### src/rtl/fetch_unit.sv
// Instruction fetch stage. It reads the opcode byte at pc and gets the instruction
// size from the combinational decoder. It then fetches 0..2 operand bytes and
// presents the whole instruction downstream over a valid/ready handshake.
// Redirects from pc_load abort any fetch in progress.
module fetch_unit #(
  parameter logic [15:0] RESET_PC = 16'h0000
) (
  input  logic        clk,
  input  logic        rst,
  output logic [15:0] mem_addr,
  output logic        mem_rd,
  input  logic [7:0]  mem_rdata,
  output logic [7:0]  dec_opcode,
  input  logic [1:0]  dec_instr_size,
  input  logic        pc_load,
  input  logic [15:0] pc_load_value,
  output logic        instr_valid,
  input  logic        instr_ready,
  output logic [7:0]  instr_opcode,
  output logic [7:0]  instr_op1,
  output logic [7:0]  instr_op2,
  output logic [15:0] instr_pc,
  output logic [1:0]  instr_size
);

  typedef enum logic [2:0] {
    OP_REQ, OP_WAIT, B1_REQ, B1_WAIT, B2_REQ, B2_WAIT, VALID
  } state_t;

  state_t      state;
  logic [15:0] pc;
  logic [1:0]  size_eff;
  logic        req_state;

  // The decoder reports 0 for unknown opcodes; treat those as single-byte.
  assign size_eff  = (dec_instr_size == 2'd0) ? 2'd1 : dec_instr_size;
  assign req_state = (state == OP_REQ) || (state == B1_REQ) || (state == B2_REQ);

  // Memory request side. A redirect or reset suppresses the strobe so no stale read is issued.
  assign mem_addr   = pc;
  assign mem_rd     = req_state && !pc_load && !rst;
  assign dec_opcode = (state == OP_WAIT) ? mem_rdata : instr_opcode;

  // Fetch sequencer. A redirect overrides every state. Data returning for an
  // aborted read lands while the FSM is back in OP_REQ, so it is never used.
  always_ff @(posedge clk) begin
    if (rst) begin
      state        <= OP_REQ;
      pc           <= RESET_PC;
      instr_valid  <= 1'b0;
      instr_opcode <= 8'h00;
      instr_op1    <= 8'h00;
      instr_op2    <= 8'h00;
      instr_pc     <= 16'h0000;
      instr_size   <= 2'd1;
    end else if (pc_load) begin
      pc          <= pc_load_value;
      state       <= OP_REQ;
      instr_valid <= 1'b0;
    end else begin
      case (state)
        OP_REQ: begin
          instr_pc  <= pc;
          pc        <= pc + 16'd1;
          instr_op1 <= 8'h00;
          instr_op2 <= 8'h00;
          state     <= OP_WAIT;
        end
        OP_WAIT: begin
          instr_opcode <= mem_rdata;
          instr_size   <= size_eff;
          if (size_eff == 2'd1) begin
            state       <= VALID;
            instr_valid <= 1'b1;
          end else begin
            state <= B1_REQ;
          end
        end
        B1_REQ: begin
          pc    <= pc + 16'd1;
          state <= B1_WAIT;
        end
        B1_WAIT: begin
          instr_op1 <= mem_rdata;
          if (instr_size == 2'd2) begin
            state       <= VALID;
            instr_valid <= 1'b1;
          end else begin
            state <= B2_REQ;
          end
        end
        B2_REQ: begin
          pc    <= pc + 16'd1;
          state <= B2_WAIT;
        end
        B2_WAIT: begin
          instr_op2   <= mem_rdata;
          state       <= VALID;
          instr_valid <= 1'b1;
        end
        VALID: begin
          if (instr_ready) begin
            instr_valid <= 1'b0;
            state       <= OP_REQ;
          end
        end
        default: begin
          state       <= OP_REQ;
          instr_valid <= 1'b0;
        end
      endcase
    end
  end

endmodule
### config.mk
export PLATFORM = sky130hd
export DESIGN_NAME = fetch_unit
export DESIGN_NICKNAME = d
export VERILOG_FILES = /design/src/rtl/fetch_unit.sv
export SDC_FILE = /design/constraint.sdc
export NUM_CORES = 1
export LEC_CHECK = 0
export CORE_MARGIN = 1.5
export CORE_UTILIZATION = 44
export DETAILED_ROUTE_END_ITERATION = 10
export GPL_TIMING_DRIVEN = 0
export PLACE_DENSITY = 0.79
export SYNTH_ARGS = -nofsm -noshare
export SYNTH_HDL_FRONTEND = slang
export SYNTH_SLANG_ARGS = --single-unit
### constraint.sdc
create_clock -name clk -period 2.5 [get_ports clk]
set_clock_uncertainty 0.1 [all_clocks]
set_input_delay 0.25 -clock clk [delete_from_list [all_inputs] [get_ports clk]]
set_output_delay 0.25 -clock clk [all_outputs]
set_load 0.05 [all_outputs]
# After elaboration in Yosys (flattened, before gate mapping)
# Cells that the tools add are included.
dict set report op_classes {
  div 0
  shifts 0
  reduce_logical 18
  muxes 14
  n_mul 0
  add_sub_neg 1
  n_eq_ne 11
  bitwise 2
  magnitude_cmp 0
}
# op count
set ops {}
lappend ops {{16-bit 2-to-1 mux} 2}
lappend ops {{8-bit one-hot mux with 2 select lines} 2}
lappend ops {{3-bit one-hot mux with 7 select lines} 1}
lappend ops {{16-bit by 1-bit adder with 16-bit output (second input constant)} 1}
lappend ops {{3-bit == test (second input constant)} 3}
lappend ops {{8-bit 2-to-1 mux} 1}
lappend ops {{2-bit AND reduction} 4}
lappend ops {{3-bit by 2-bit == test with 1-bit output (second input constant)} 2}
lappend ops {{3-bit 2-to-1 mux} 2}
lappend ops {{2-bit nonzero test} 3}
lappend ops {{1-bit one-hot mux with 5 select lines} 1}
lappend ops {{2-bit 2-to-1 mux} 2}
lappend ops {{2-bit != test (second input constant)} 2}
lappend ops {{4-bit AND reduction} 1}
lappend ops {{3-bit by 1-bit == test with 1-bit output (second input constant)} 1}
lappend ops {{3-bit logical NOT} 1}
lappend ops {{1-bit 2-to-1 mux} 3}
lappend ops {{3-bit OR reduction} 1}
lappend ops {{2-bit by 1-bit == test with 1-bit output (second input constant)} 1}
lappend ops {{2-bit == test (second input constant)} 1}
lappend ops {{1-bit logical AND} 2}
lappend ops {{1-bit logical NOT} 2}
lappend ops {{2-bit logical NOT} 1}
lappend ops {{1-bit logical OR} 2}
lappend ops {{3 further kinds} 4}
dict set report totals {
  romBits 0
  mem_bits_rw 0
  out_inout_bits 68
  memories 0
  input_bits 30
  latch_bits 0
  register_bits 62
}

# Longest topological paths before layout
dict set report depth {
  ltp_word 5
  mapped_depth 7
}

# Worst setup path before layout
# No wires, ideal clock.
dict set report synth_timing {
  path_type {register to register}
  start {register pc[2], in the netlist mem_addr[2]}
  end {register pc[11], in the netlist mem_addr[11]}
  required_time_ns 2.309
  period_less_slack_ns 2.402
  t_arrival_ns 2.211
  n_path_buf 2
  setup_time_ns 0.091
  setup_slack_ns 0.098
  path_stages_with_launch 7
  cell_sequence {dfxtp_1 > buf_4 > nand4_1 > or3_1 > buf_2 > or4_1 > a311oi_1}
}
dict set report synth_between {
  elab_chain_len 3
}
# item line_no
set synth_lines {}
lappend synth_lines {{from (decl)} 31} ;# logic [15:0] pc;
lappend synth_lines {{from (signal assigned)} 57} ;# pc <= pc_load_value;
lappend synth_lines {{from (signal assigned)} 64} ;# pc <= pc + 16'd1;
lappend synth_lines {{from (signal assigned)} 80} ;# pc <= pc + 16'd1;
lappend synth_lines {{16-bit by 1-bit adder with 16-bit output} {64, 80, 93}}
lappend synth_lines {{16-bit 2-to-1 mux} n/a}
lappend synth_lines {{16-bit 2-to-1 mux} 56} ;# end else if (pc_load) begin
# Every way passes these cells. The select of a mux whose other input is x is not followed.
# A chain may end at the register's enable or synchronous reset.

# Worst setup path after layout
dict set report layout_timing {
  start {register state[0]}
  end {output mem_rd}
}
dict set report layout_between {
  elab_chain_len 5
  word_cells_on_any_way 7
}
# item line_no
set layout_lines {}
lappend layout_lines {{from (decl)} 30} ;# state_t state;
lappend layout_lines {{from (signal assigned)} 48} ;# state <= OP_REQ;
lappend layout_lines {{from (signal assigned)} 58} ;# state <= OP_REQ;
lappend layout_lines {{from (signal assigned)} 67} ;# state <= OP_WAIT;
lappend layout_lines {{3-bit by 2-bit == test with 1-bit output or 3-bit logical NOT (tied branches)} 37} ;# assign req_state = (state == OP_REQ) || (state == B1_REQ) || (state == B2_REQ);
lappend layout_lines {{1-bit logical OR} 37}
lappend layout_lines {{1-bit logical OR (*)} 37}
lappend layout_lines {{1-bit logical AND (*) (2 in series)} 41} ;# assign mem_rd = req_state && !pc_load && !rst;
lappend layout_lines {{to (decl)} 11} ;# output logic mem_rd,
# Every way passes the cells marked *; elsewhere a longest branch is shown, timed or not.

==> flow_metrics.tcl <==
set metrics [dict create \
    status "finished, final reports clean" \
    chipHeight_um 81.0 \
    syn_to_final_growth_pct 44.9 \
    ant_nets 0 \
    avgRoutedWirePerCell_um 15.4 \
    timing.final.crit_share 0.948 \
    ys_seq_area_frac 0.464 \
    postCtsSetupBuffers 0 \
    pre_cts_ws_ns -0.189 \
    ioPinCount 98 \
    rsz0062_at_grt "no" \
    layout_common_cells "88 x clkdlybuf4s50_1, 62 x dfxtp_1, 58 x nand2_1, 34 x nor2_1, 28 x a21oi_1" \
    mostFrequentLayoutCell "clkdlybuf4s50_1" \
    clock_latency_ns 0.34 \
    ys_top_cells_by_area "dfxtp_1 46%, nand2_1 8.1%, a21oi_1 5.2%, nor2_1 4.8%, a22oi_1 4.5%" \
    drive_gt1_frac 0.0739 \
    io_buffer_count 97 \
    hold_buffers 0 \
    cp-start-kind "flop" \
    wl_um 7810 \
    synth.distinct_cells 41 \
    drt_iter0_drc 120 \
    drv_slew 0 \
    netlist_instances 320 \
    synth.net_count 351 \
    synthFlopType "dfxtp_1" \
    power_density_nw_per_um2 597 \
    synth_area_per_cell_um2 8.36 \
    synth_top_area_share 0.464 \
    p_leak_uw 0.00133 \
    total_power_uw 2320 \
    cts_tree "yes" \
    antenna_found_initial 0 \
    drtPass1Iterations 4 \
    fin_cells 508 \
    worstPathMaxFanout 10 \
    endpoint_kind "output pin" \
    setup_ws_ns 0.131 \
    synth_warnings 0 \
    start_util 0.455 \
    viasPerCell 5.45 \
    fillers 527 \
    tightestPinTransition_ns 0.785 \
    grt_max_degree 13 \
    gp_congestion 0.883 \
    fin_nets 459 \
    hold-worst-slack_ns 0.356 \
    fp.dieArea_um2 6560 \
    grt_remaining_overflow 0 \
    cap_violations 0 \
    dp.final_hpwl_um 5530 \
    arrival_ns 2.02 \
    numCtsBuffers 9 \
    ys_ff_latch 62 \
    post-route-util 0.659 \
    relSlewSlack 0.473 \
    die_w_um 81.0 \
    grt_pass1_vias 2632 \
    dp_cells 492 \
    root_buffer "clkbuf_8" \
    max_freq_mhz 422 \
    htreeDepth 3 \
    cts_buffer_depth 2 \
    cts_sinks 62 \
    grt_pass1_wl_um 12200 \
    rows 28 \
    hold_violations 0 \
    grt_util_all_layers 0.244 \
    vdd_drop_max_uv 312 \
    synth_edf_count 0 \
    hold_path.class "flop to flop" \
    crit_required_ns 2.15 \
    setup_viol 0 \
    core_um2 5890 \
    synth-async-reset-ratio 0 \
    fin_crit_ns 2.37 \
    yosys.area.top_type "dfxtp_1" \
    syn_area_um2 2680 \
    path_class "flop to output pin" \
    via_count 2769 \
    drc_errors 0 \
    clk_pin_slew_ns 0.07 \
    diodes 0 \
]
## power breakdown
part           total [µW]  switching, µW  leakage, µW  internal (µW)
registers            1080           49.3     0.000506           1030
logic                 462            297     0.000744            165
clock network         779            419    0.0000816            360
total                2320            766      0.00133           1550
## synth_stat cells (all sizes together), types with 2 or more instances
cell type,number
xnor2,8
a211oi,12
a311oi,3
nor3b,4
nand2b,2
o21ai,3
nor4bb,2
a22oi,16
nand2,58
inv,5
nor3,8
or4,2
mux2i,2
xor2,2
a21oi,28
clkbuf,20
nor2,34
nand4,10
nand3,3
o31a,2
or3,2
o21bai,3
mux2,8
buf,4
dfxtp,62
nor4,5
and2,2
## state kept, by name, summed over array words and instances, names as in the netlist
| name | flops |
|---|---|
| instr_pc | 16 |
| mem_addr | 16 |
| instr_op1 | 8 |
| instr_op2 | 8 |
| instr_opcode | 8 |
| state | 3 |
| instr_size | 2 |
| instr_valid | 1 |
## routing by layer
metal	wire, µm	GRT usage
met3	663	0.0719
met5	0	0
met4	131	0.0914
met1	3430	0.293
met2	3580	0.411
## through the flow
step                area [µm²]  TNS [ns]
floorplan                 2680         0
global placement          3740    -0.232
detailed placement        3740    -0.189
CTS                       3910         0
global route              3880         0
finish                    3880         0
## worst paths after layout
| check | from | endpoint | slack (ns) | depth (start not counted) |
|---|---|---|---|---|
| setup reg to reg | state[2] | instr_op2[1] | 0.15 | 6 |
| setup / recovery | state[0] | mem_rd | 0.13 | 5 |
| hold / removal | instr_pc[10] | instr_pc[10] | 0.36 | 2 |
| hold reg to reg | instr_pc[10] | instr_pc[10] | 0.36 | 2 |
## cell type report
type,count,area (µm²),area share
Tap cell,75,93.8,0.0242
Clock buffer,9,124,0.0319
Buffer,24,101,0.0261
Multi-Input combinational cell,229,1320,0.340
Sequential cell,62,1240,0.320
Inverter,5,18.8,0.00484
Clock inverter,7,50.0,0.0129
Timing Repair Buffer,97,930,0.240
## timing repair
| item | in CTS | in global routing |
|---|---|---|
| endpoints found under the setup margin | 9 | 9 |
| pin swaps | 0 | 0 |
| resized for setup | 10 | 20 |
## worst max-delay path, cell delays in order (launching register included)
cell,delay (ns)
dfxtp_1,0.34
clkbuf_2,0.20
a21o_1,0.18
clkbuf_1,0.22
nor3_1,0.19
dlygate4sd2_1,0.55
## logic make-up after synthesis
family | share of synthesized area
AND/OR/NAND/NOR | 0.232
AO/OA/AOI/OAI | 0.182
flip-flops | 0.464
buffers and inverters | 0.0430
XOR/XNOR | 0.0327
multiplexers | 0.0412
adder cells (fa/ha/maj) | 0.00468
No activity file was read; power rests on OpenSTA's default activity.
